<file path="src/rtl/div_issue_stage_pkg.sv">
// Shared widths and constants for the divider issue stage.
// Latency: n/a (constants only).
// Backpressure: n/a.
package div_issue_stage_pkg;
    localparam int DIV_WORD_WIDTH = 16;
    localparam int DIV_TAG_WIDTH  = 4;
    localparam logic [DIV_WORD_WIDTH-1:0] DIV_ZERO_QUOT = 16'hFFFF;
endpackage

</file>
<file path="src/rtl/CombDivider16.sv">
// Unsigned 16-bit combinational restoring divider.
// Latency: 0 cycles (pure combinational).
// Backpressure: none; outputs follow inputs.
module CombDivider16 (
    input  logic [15:0] lop,
    input  logic [15:0] rop,
    output logic [15:0] quot,
    output logic [15:0] mod
);
    logic [16:0] rem;
    logic [15:0] q;

    always_comb begin
        rem = '0;
        q   = '0;
        for (int i = 15; i >= 0; i--) begin
            rem = {rem[15:0], lop[i]};
            if (rem >= {1'b0, rop}) begin
                rem  = rem - {1'b0, rop};
                q[i] = 1'b1;
            end
        end
        quot = q;
        mod  = rem[15:0];
    end
endmodule

</file>
<file path="src/rtl/div_result_fifo.sv">
// Synchronous result FIFO with occupancy count; head shown combinationally.
// Latency: push visible at head the cycle after the push edge.
// Backpressure: caller must not push when full or pop when empty.
module div_result_fifo #(
    parameter int WIDTH = 37,
    parameter int DEPTH = 4
) (
    input  logic                     clk,
    input  logic                     reset_n,
    input  logic                     push,
    input  logic [WIDTH-1:0]         push_dat,
    input  logic                     pop,
    output logic [WIDTH-1:0]         head_dat,
    output logic [$clog2(DEPTH):0]   count
);
    localparam int AW = $clog2(DEPTH);
    localparam int CW = AW + 1;

    logic [WIDTH-1:0] mem [DEPTH];
    logic [AW-1:0]    wr_ptr;
    logic [AW-1:0]    rd_ptr;

    always_ff @(posedge clk or negedge reset_n) begin
        if (!reset_n) begin
            wr_ptr <= '0;
            rd_ptr <= '0;
            count  <= '0;
        end else begin
            if (push) wr_ptr <= wr_ptr + AW'(1);
            if (pop)  rd_ptr <= rd_ptr + AW'(1);
            case ({push, pop})
                2'b10:   count <= count + CW'(1);
                2'b01:   count <= count - CW'(1);
                default: count <= count;
            endcase
        end
    end

    always_ff @(posedge clk) begin
        if (push) mem[wr_ptr] <= push_dat;
    end

    // Storage is not reset, so gate the head to zero while empty.
    assign head_dat = (count == '0) ? '0 : mem[rd_ptr];
endmodule

</file>
<file path="src/rtl/div_issue_stage.sv">
// Streaming front-end: operand register -> CombDivider16 -> result FIFO.
// Latency: accept at edge E, result at FIFO head after E+1.
// Backpressure: in_ready from registers only (count + op_vld < depth); never from out_ready.
module div_issue_stage
    import div_issue_stage_pkg::*;
#(
    parameter int WORD_WIDTH = DIV_WORD_WIDTH,
    parameter int FIFO_DEPTH = 4,
    parameter int TAG_WIDTH  = DIV_TAG_WIDTH
) (
    input  logic                  clk,
    input  logic                  reset_n,
    input  logic                  in_valid,
    output logic                  in_ready,
    input  logic [WORD_WIDTH-1:0] in_lop,
    input  logic [WORD_WIDTH-1:0] in_rop,
    input  logic [TAG_WIDTH-1:0]  in_tag,
    output logic                  out_valid,
    input  logic                  out_ready,
    output logic [WORD_WIDTH-1:0] out_quot,
    output logic [WORD_WIDTH-1:0] out_mod,
    output logic [TAG_WIDTH-1:0]  out_tag,
    output logic                  out_div_zero,
    output logic                  busy,
    output logic [15:0]           done_cnt
);
    localparam int CW = $clog2(FIFO_DEPTH) + 1;
    localparam logic [CW:0] DEPTH_LIM = (CW + 1)'(FIFO_DEPTH);

    typedef struct packed {
        logic [WORD_WIDTH-1:0] quot;
        logic [WORD_WIDTH-1:0] mod;
        logic [TAG_WIDTH-1:0]  tag;
        logic                  div_zero;
    } res_t;

    logic                  op_vld;
    logic [WORD_WIDTH-1:0] op_lop;
    logic [WORD_WIDTH-1:0] op_rop;
    logic [TAG_WIDTH-1:0]  op_tag;
    logic [WORD_WIDTH-1:0] div_quot;
    logic [WORD_WIDTH-1:0] div_mod;
    logic                  div_zero;
    logic                  accept;
    logic                  pop;
    logic [CW-1:0]         count;
    res_t                  push_dat;
    res_t                  head_dat;

    // The operand always drains next cycle, so it reserves a FIFO slot.
    assign in_ready = ({1'b0, count} + {{CW{1'b0}}, op_vld}) < DEPTH_LIM;
    assign accept   = in_valid & in_ready;

    always_ff @(posedge clk or negedge reset_n) begin
        if (!reset_n) begin
            op_vld <= 1'b0;
            op_lop <= '0;
            op_rop <= '0;
            op_tag <= '0;
        end else begin
            op_vld <= accept;
            if (accept) begin
                op_lop <= in_lop;
                op_rop <= in_rop;
                op_tag <= in_tag;
            end
        end
    end

    CombDivider16 u_div (
        .lop  (op_lop),
        .rop  (op_rop),
        .quot (div_quot),
        .mod  (div_mod)
    );

    assign div_zero = (op_rop == '0);

    always_comb begin
        push_dat          = '0;
        push_dat.quot     = div_zero ? DIV_ZERO_QUOT : div_quot;
        push_dat.mod      = div_zero ? op_lop : div_mod;
        push_dat.tag      = op_tag;
        push_dat.div_zero = div_zero;
    end

    div_result_fifo #(
        .WIDTH ($bits(res_t)),
        .DEPTH (FIFO_DEPTH)
    ) u_fifo (
        .clk      (clk),
        .reset_n  (reset_n),
        .push     (op_vld),
        .push_dat (push_dat),
        .pop      (pop),
        .head_dat (head_dat),
        .count    (count)
    );

    assign out_valid    = (count != '0);
    assign pop          = out_valid & out_ready;
    assign out_quot     = head_dat.quot;
    assign out_mod      = head_dat.mod;
    assign out_tag      = head_dat.tag;
    assign out_div_zero = head_dat.div_zero;
    assign busy         = op_vld | out_valid;

    always_ff @(posedge clk or negedge reset_n) begin
        if (!reset_n) done_cnt <= '0;
        else if (pop) done_cnt <= done_cnt + 16'd1;
    end
endmodule

</file>
<file path="config.mk">
export PLATFORM = sky130hd
export DESIGN_NAME = div_issue_stage
export DESIGN_NICKNAME = d
export VERILOG_FILES = /design/src/rtl/div_issue_stage_pkg.sv /design/src/rtl/CombDivider16.sv /design/src/rtl/div_result_fifo.sv /design/src/rtl/div_issue_stage.sv
export SDC_FILE = /design/constraint.sdc
export NUM_CORES = 1
export LEC_CHECK = 0
export ABC_CLOCK_PERIOD_IN_PS = 65800
export BUFFER_PORTS_ARGS = -buffer_cell sky130_fd_sc_hd__buf_2
export CAP_MARGIN = 20
export CORE_UTILIZATION = 55
export CTS_BUF_LIST = sky130_fd_sc_hd__clkbuf_4 sky130_fd_sc_hd__clkbuf_8
export CTS_CLUSTER_DIAMETER = 30
export DETAILED_ROUTE_END_ITERATION = 8
export GPL_ROUTABILITY_DRIVEN = 0
export PLACE_DENSITY = 0.75
export SLEW_MARGIN = 20
export SYNTH_ARGS = -nofsm -noshare
export SYNTH_HDL_FRONTEND = slang
export SYNTH_SLANG_ARGS = --single-unit
export TNS_END_PERCENT = 20
</file>
<file path="constraint.sdc">
create_clock -name clk -period 65.8 [get_ports clk]
set_input_delay 9.87 -clock clk [delete_from_list [all_inputs] [get_ports clk]]
set_output_delay 9.87 -clock clk [all_outputs]
set_load 0.05 [all_outputs]
</file>
Word level (Yosys, flattened, before mapping)
Memory sizes are Yosys's and may differ from the RTL's.
Cells that the tools add are included.
Storage, ports and cells
  ROM bits: 0
  flip-flop bits (word level): 60
  output and inout port bits: 56
  memories: 1
  RAM bits: 148
  latch bits: 0
Memories
  u_fifo.mem: depth 4, bits a word 37, rd ports 1, clocked after memory_dff 0, wr ports 1, RTL line div_result_fifo.sv:19  | logic [WIDTH-1:0] mem [DEPTH];
Cells by class
  mux-type cells: 38
  magnitude comparators: 17
  add/sub/neg operators: 22
  shifts and indexed selects: 0
  multiply operators: 0
  reductions and logical operators: 4
  equal/unequal tests: 2
  div/mod/pow operators: 0
  bitwise operators: 3
Operator list (number)
  two-way mux 16 bit: 18
  greater-or-equal comparator 17 x 16 -> 1 bit: 15
  subtractor 16 bit: 15
  two-way mux 37 bit: 1
  two-way mux 1 bit: 18
  adder 16 x 1 -> 16 bit, second input constant: 1
  greater-or-equal comparator 1 x 16 -> 1 bit: 1
  zero test 16 bit: 1
  subtractor 1 x 16 -> 16 bit: 1
  one-hot mux 3 bit (2 select lines): 1
  adder 2 x 1 -> 2 bit, second input constant: 2
  adder 3 x 1 -> 4 bit: 1
  less-than comparator 4 x 3 -> 1 bit, second input constant: 1
  adder 3 x 1 -> 3 bit, second input constant: 1
  zero test 3 bit: 1
  nonzero test 3 bit: 1
  subtractor 3 x 1 -> 3 bit, second input constant: 1
  bitwise AND 1 bit: 2
  == test 2 x 1 -> 1 bit, second input constant: 1
  == test 2 bit, second input constant: 1
  nonzero test 2 bit: 1
  bitwise OR 1 bit: 1

Depth between registers and ports, before layout
  depth in word-level cells: 33
  gate-level depth with buffers: 279
  gate-level depth less buffers: 256

Hierarchy
A second synthesis with hierarchy kept.
Unflattened totals
  cells, all modules: 2378
  area total of the unflattened synthesis: 22330.2 um^2
Modules (own cells, without submodules)
  CombDivider16: area an instance 13855.8 um^2, cells each 1928, instances 1, seq. area each 0.0 um^2
  div_result_fifo: area an instance 5973.2 um^2, cells each 268, instances 1, seq. area each 4619.4 um^2
  div_issue_stage: area an instance 2501.1 um^2, cells each 182, instances 1, seq. area each 1326.3 um^2

Worst setup path after synthesis
No wires, ideal clock.
  path kind: reg2reg
  start point: register op_rop[1]
  end point: memory u_fifo.mem[0][6], data pin
  required time: 65520 ps
  setup slack: 15385 ps
  arrival time: 50136 ps
  stages on the path, launching flop included: 268
  clock period less this slack: 50415 ps
  cells stage by stage: dfrtp_1 > inv_1 > ha_1 > clkbuf_1 > inv_1 > a21oi_1 > nand3_1 > inv_1 > ha_1 > and3_1 > nand3_1 > or4_1 > o2111ai_1 > a21oi_1 > clkbuf_1 > or4b_2 > o211ai_1 > ha_1 > (+232 left out) > a21oi_1 > o21ai_0 > a21oi_1 > o21ai_0 > a21o_1 > a21o_1 > a21o_1 > a21o_1 > a21o_1 > a21o_1 > a21o_1 > a21o_1 > a211oi_1 > nand2_1 > nor2_1 > clkbuf_1 > a32o_1 > a221oi_1
RTL lines
  start, declared: RTL line div_issue_stage.sv:39  | logic [WORD_WIDTH-1:0] op_rop;
  start signal, assigned: RTL line div_issue_stage.sv:64  | op_rop <= in_rop;
  end, declared: RTL line div_result_fifo.sv:19

==> impl_metrics.ini <==
[run_status]
outcome = finished clean

[timing]
fin_ws_ns = 9.256
drv_slew = 0
fin_skew_ns = 0.02185
slew_headroom_pct = 24.90
setup_tns_ns = 0
clock.fmax_mhz = 17.69
period_share_pct = 85.93
setup_violations = 0
hold_viol = 0
rsz0062_at_grt = false
tightestPinTransition_ns = 1.120
period_needed_ns = 56.54

[clock_network]
cts.sinks = 208
hold_buffers = 0
numCtsBuffers = 31
post_cts.repair.setup_buffers = 0
root_buffer = clkbuf_8
cts_buffer_depth = 3
cts-resized-gates = 0
cts_tree = built
htree_levels = 1
clock_latency_ns = 0.58
path_clk_slew_ns = 0.07

[hold_path]
whs_path_depth = 1
hold_end = done_cnt[15]$_DFFE_PN0P_
worstHoldStart = done_cnt[15]$_DFFE_PN0P_
hp-class = reg -> reg

[logic_synthesis]
yosysSeqAreaShare_pct = 27.15
syn-cell-area_um2 = 21900
synth.avg_cell_area_um2 = 9.244
synthFlopType = edfxtp_1
ys_warn_count = 0
ys_ff_latch = 208
ys_types = 82
synth_cells = 2369
syn_nets = 2672
synth_edf_count = 148
synthArstFlopShare_pct = 28.85

[critical_path]
crit_buf_inv = 22
crit_arrival_ns = 56.77
cpMaxStageDelayCell = nor2_1
max_stage_delay_ns = 0.87
endpoint_kind = flip-flop
r2r_cells = 249
timing.rr.start = op_lop[15]$_DFFE_PN0P_
crit_top_cell = o21ai_0
reg2reg_to = u_fifo.mem[3][6]$_DFFE_PP_
cp_top_family = compound AO/OA/AOI/OAI gates
cp_max_fo = 33
reg2reg_slack_ns = 9.26
worstPathRequired_ns = 66.03
worstSetupPathType = reg -> reg
worstSetupStartpointType = flip-flop

[cells_and_area]
final_common_cell = ha_1
seq_area_um2 = 5947
multiInputGateArea_um2 = 15190
layout_common_cells = ha_1, nand2_1, o21ai_0
area_delta_synth_final_pct = 8.233
fillers = 3291
nNetsFinal = 2768
drive_above_1_share_pct = 14.54
final_cells = 3008

[placement]
portBuffers = 95
dpl.hpwl_um = 47300
pre_cts_slack_ns = 10.21
dp.cells = 2950

[route]
antenna_left = 0
avgViaCountPerCell = 6.384
m1WireLength_um = 26500
wl_um = 62910
wl_per_cell_um = 20.91
num_vias = 19204
route.detailed.drc = 0
drt_iter0_drc = 1455
highest_layer = met5
wl_met2_um = 27740
dr.pass1.iters = 6
met3WireLength_um = 5019

[floorplan]
die-area_um2 = 40620
initial_core_util_pct = 56.27
core.rowCount = 72
io_pins = 96
dieWidth_um = 201.5
placeableCoreArea_um2 = 38920
die_h_um = 201.5

[grt]
grt_pass1_vias = 18576
grt-ovfl-total = 0
grt_pass1_wl_um = 98790
grt_start_max_net_pins = 64
grtUsageTotal_pct = 30.39
antenna_found_initial = 1

[run]
maxCapViolations = 0
-- synth_stat cells (32+ instances only) --
library cell / count / area (um^2)
ha_1: 247 / 3090
nand2_1: 186 / 698.2
o21ai_0: 171 / 855.8
inv_1: 151 / 566.8
edfxtp_1: 148 / 4444
nor2_1: 148 / 555.5
a21oi_1: 147 / 735.7
mux2_2: 116 / 1306
xnor2_1: 98 / 858.3
nor2b_1: 90 / 563.0
xor2_1: 80 / 700.7
a21o_1: 78 / 585.6
dfrtp_1: 60 / 1501
nand4_1: 54 / 337.8
clkbuf_1: 41 / 153.9
mux4_2: 37 / 833.3
nand3_1: 35 / 175.2
mux2i_1: 34 / 340.3
nand2b_1: 34 / 212.7
o21a_1: 32 / 240.2
-- sequential cells by signal, indices dropped and copies added, names as in the netlist --
signal,flops
op_rop,16
u_fifo.count,3
u_fifo.mem,148
op_vld,1
op_tag,4
u_fifo.wr_ptr,2
u_fifo.rd_ptr,2
op_lop,16
done_cnt,16
-- metrics by stage --
step	area, um^2	hold WS (ns)	utilization, %
2_1_floorplan	21900	0.4642	-
3_3_place_gp	23010	0.4521	59.14
3_5_place_dp	23010	0.4752	59.14
4_1_cts	23690	0.4840	60.87
5_1_grt	23700	0.4822	60.90
6_report	23700	0.4818	60.91
-- layout make-up --
cell class                      count  share of cell area, %
Tap cell                          518                  2.734
Multi-Input combinational cell   1951                  64.08
Clock inverter                     20                 0.8604
Sequential cell                   208                  25.09
Inverter                          152                  2.407
Timing Repair Buffer              121                  2.829
Antenna cell                        1                0.01056
Clock buffer                       37                  1.990
-- worst max-delay path by stage --
stage	end	start	slack (ns)	cells past startpoint
after global routing	u_fifo.mem[3][6]$_DFFE_PP_	op_lop[15]$_DFFE_PN0P_	3.99	249
after floorplan	u_fifo.mem[0][6]$_DFFE_PP_	op_rop[1]$_DFFE_PN0P_	15.38	267
final	u_fifo.mem[3][6]$_DFFE_PP_	op_lop[15]$_DFFE_PN0P_	9.26	249
after global placement	u_fifo.mem[0][7]$_DFFE_PP_	op_lop[15]$_DFFE_PN0P_	12.83	250
after CTS	u_fifo.mem[3][6]$_DFFE_PP_	op_lop[15]$_DFFE_PN0P_	10.05	249
after detailed placement	u_fifo.mem[0][6]$_DFFE_PP_	op_lop[15]$_DFFE_PN0P_	10.21	249
-- per-layer routing --
| layer | track usage, % | up-vias |
|---|---|---|
| li1 | - | 9079 |
| met1 | 40.07 | 9102 |
| met2 | 48.10 | 827 |
| met3 | 4.308 | 194 |
| met4 | 16.75 | 2 |
| met5 | 0 | - |
-- logic make-up (layout without fill, tap and decap cells) --
kind of cell	after synthesis	in the layout	synth area share (%)
other cells	0	1	0
simple gates	680	680	15.64
fa+ha+maj	263	263	15.57
flops	208	208	27.15
mux	189	189	11.46
buf+inv	210	330	3.674
xor+xnor	178	178	7.119
compound gates	641	641	19.39
-- worst register-to-register path: cells and delay by family (launching register included) --
kind / cells / cell delay, ns
buf+inv: 22 / 2.74
flops: 1 / 0.36
simple gates: 52 / 11.31
mux: 3 / 0.89
fa+ha+maj: 17 / 4.99
compound gates: 155 / 35.95
Power is not shown: default switching activity piles up to over one toggle a cycle in this logic, so the estimate is an artifact.
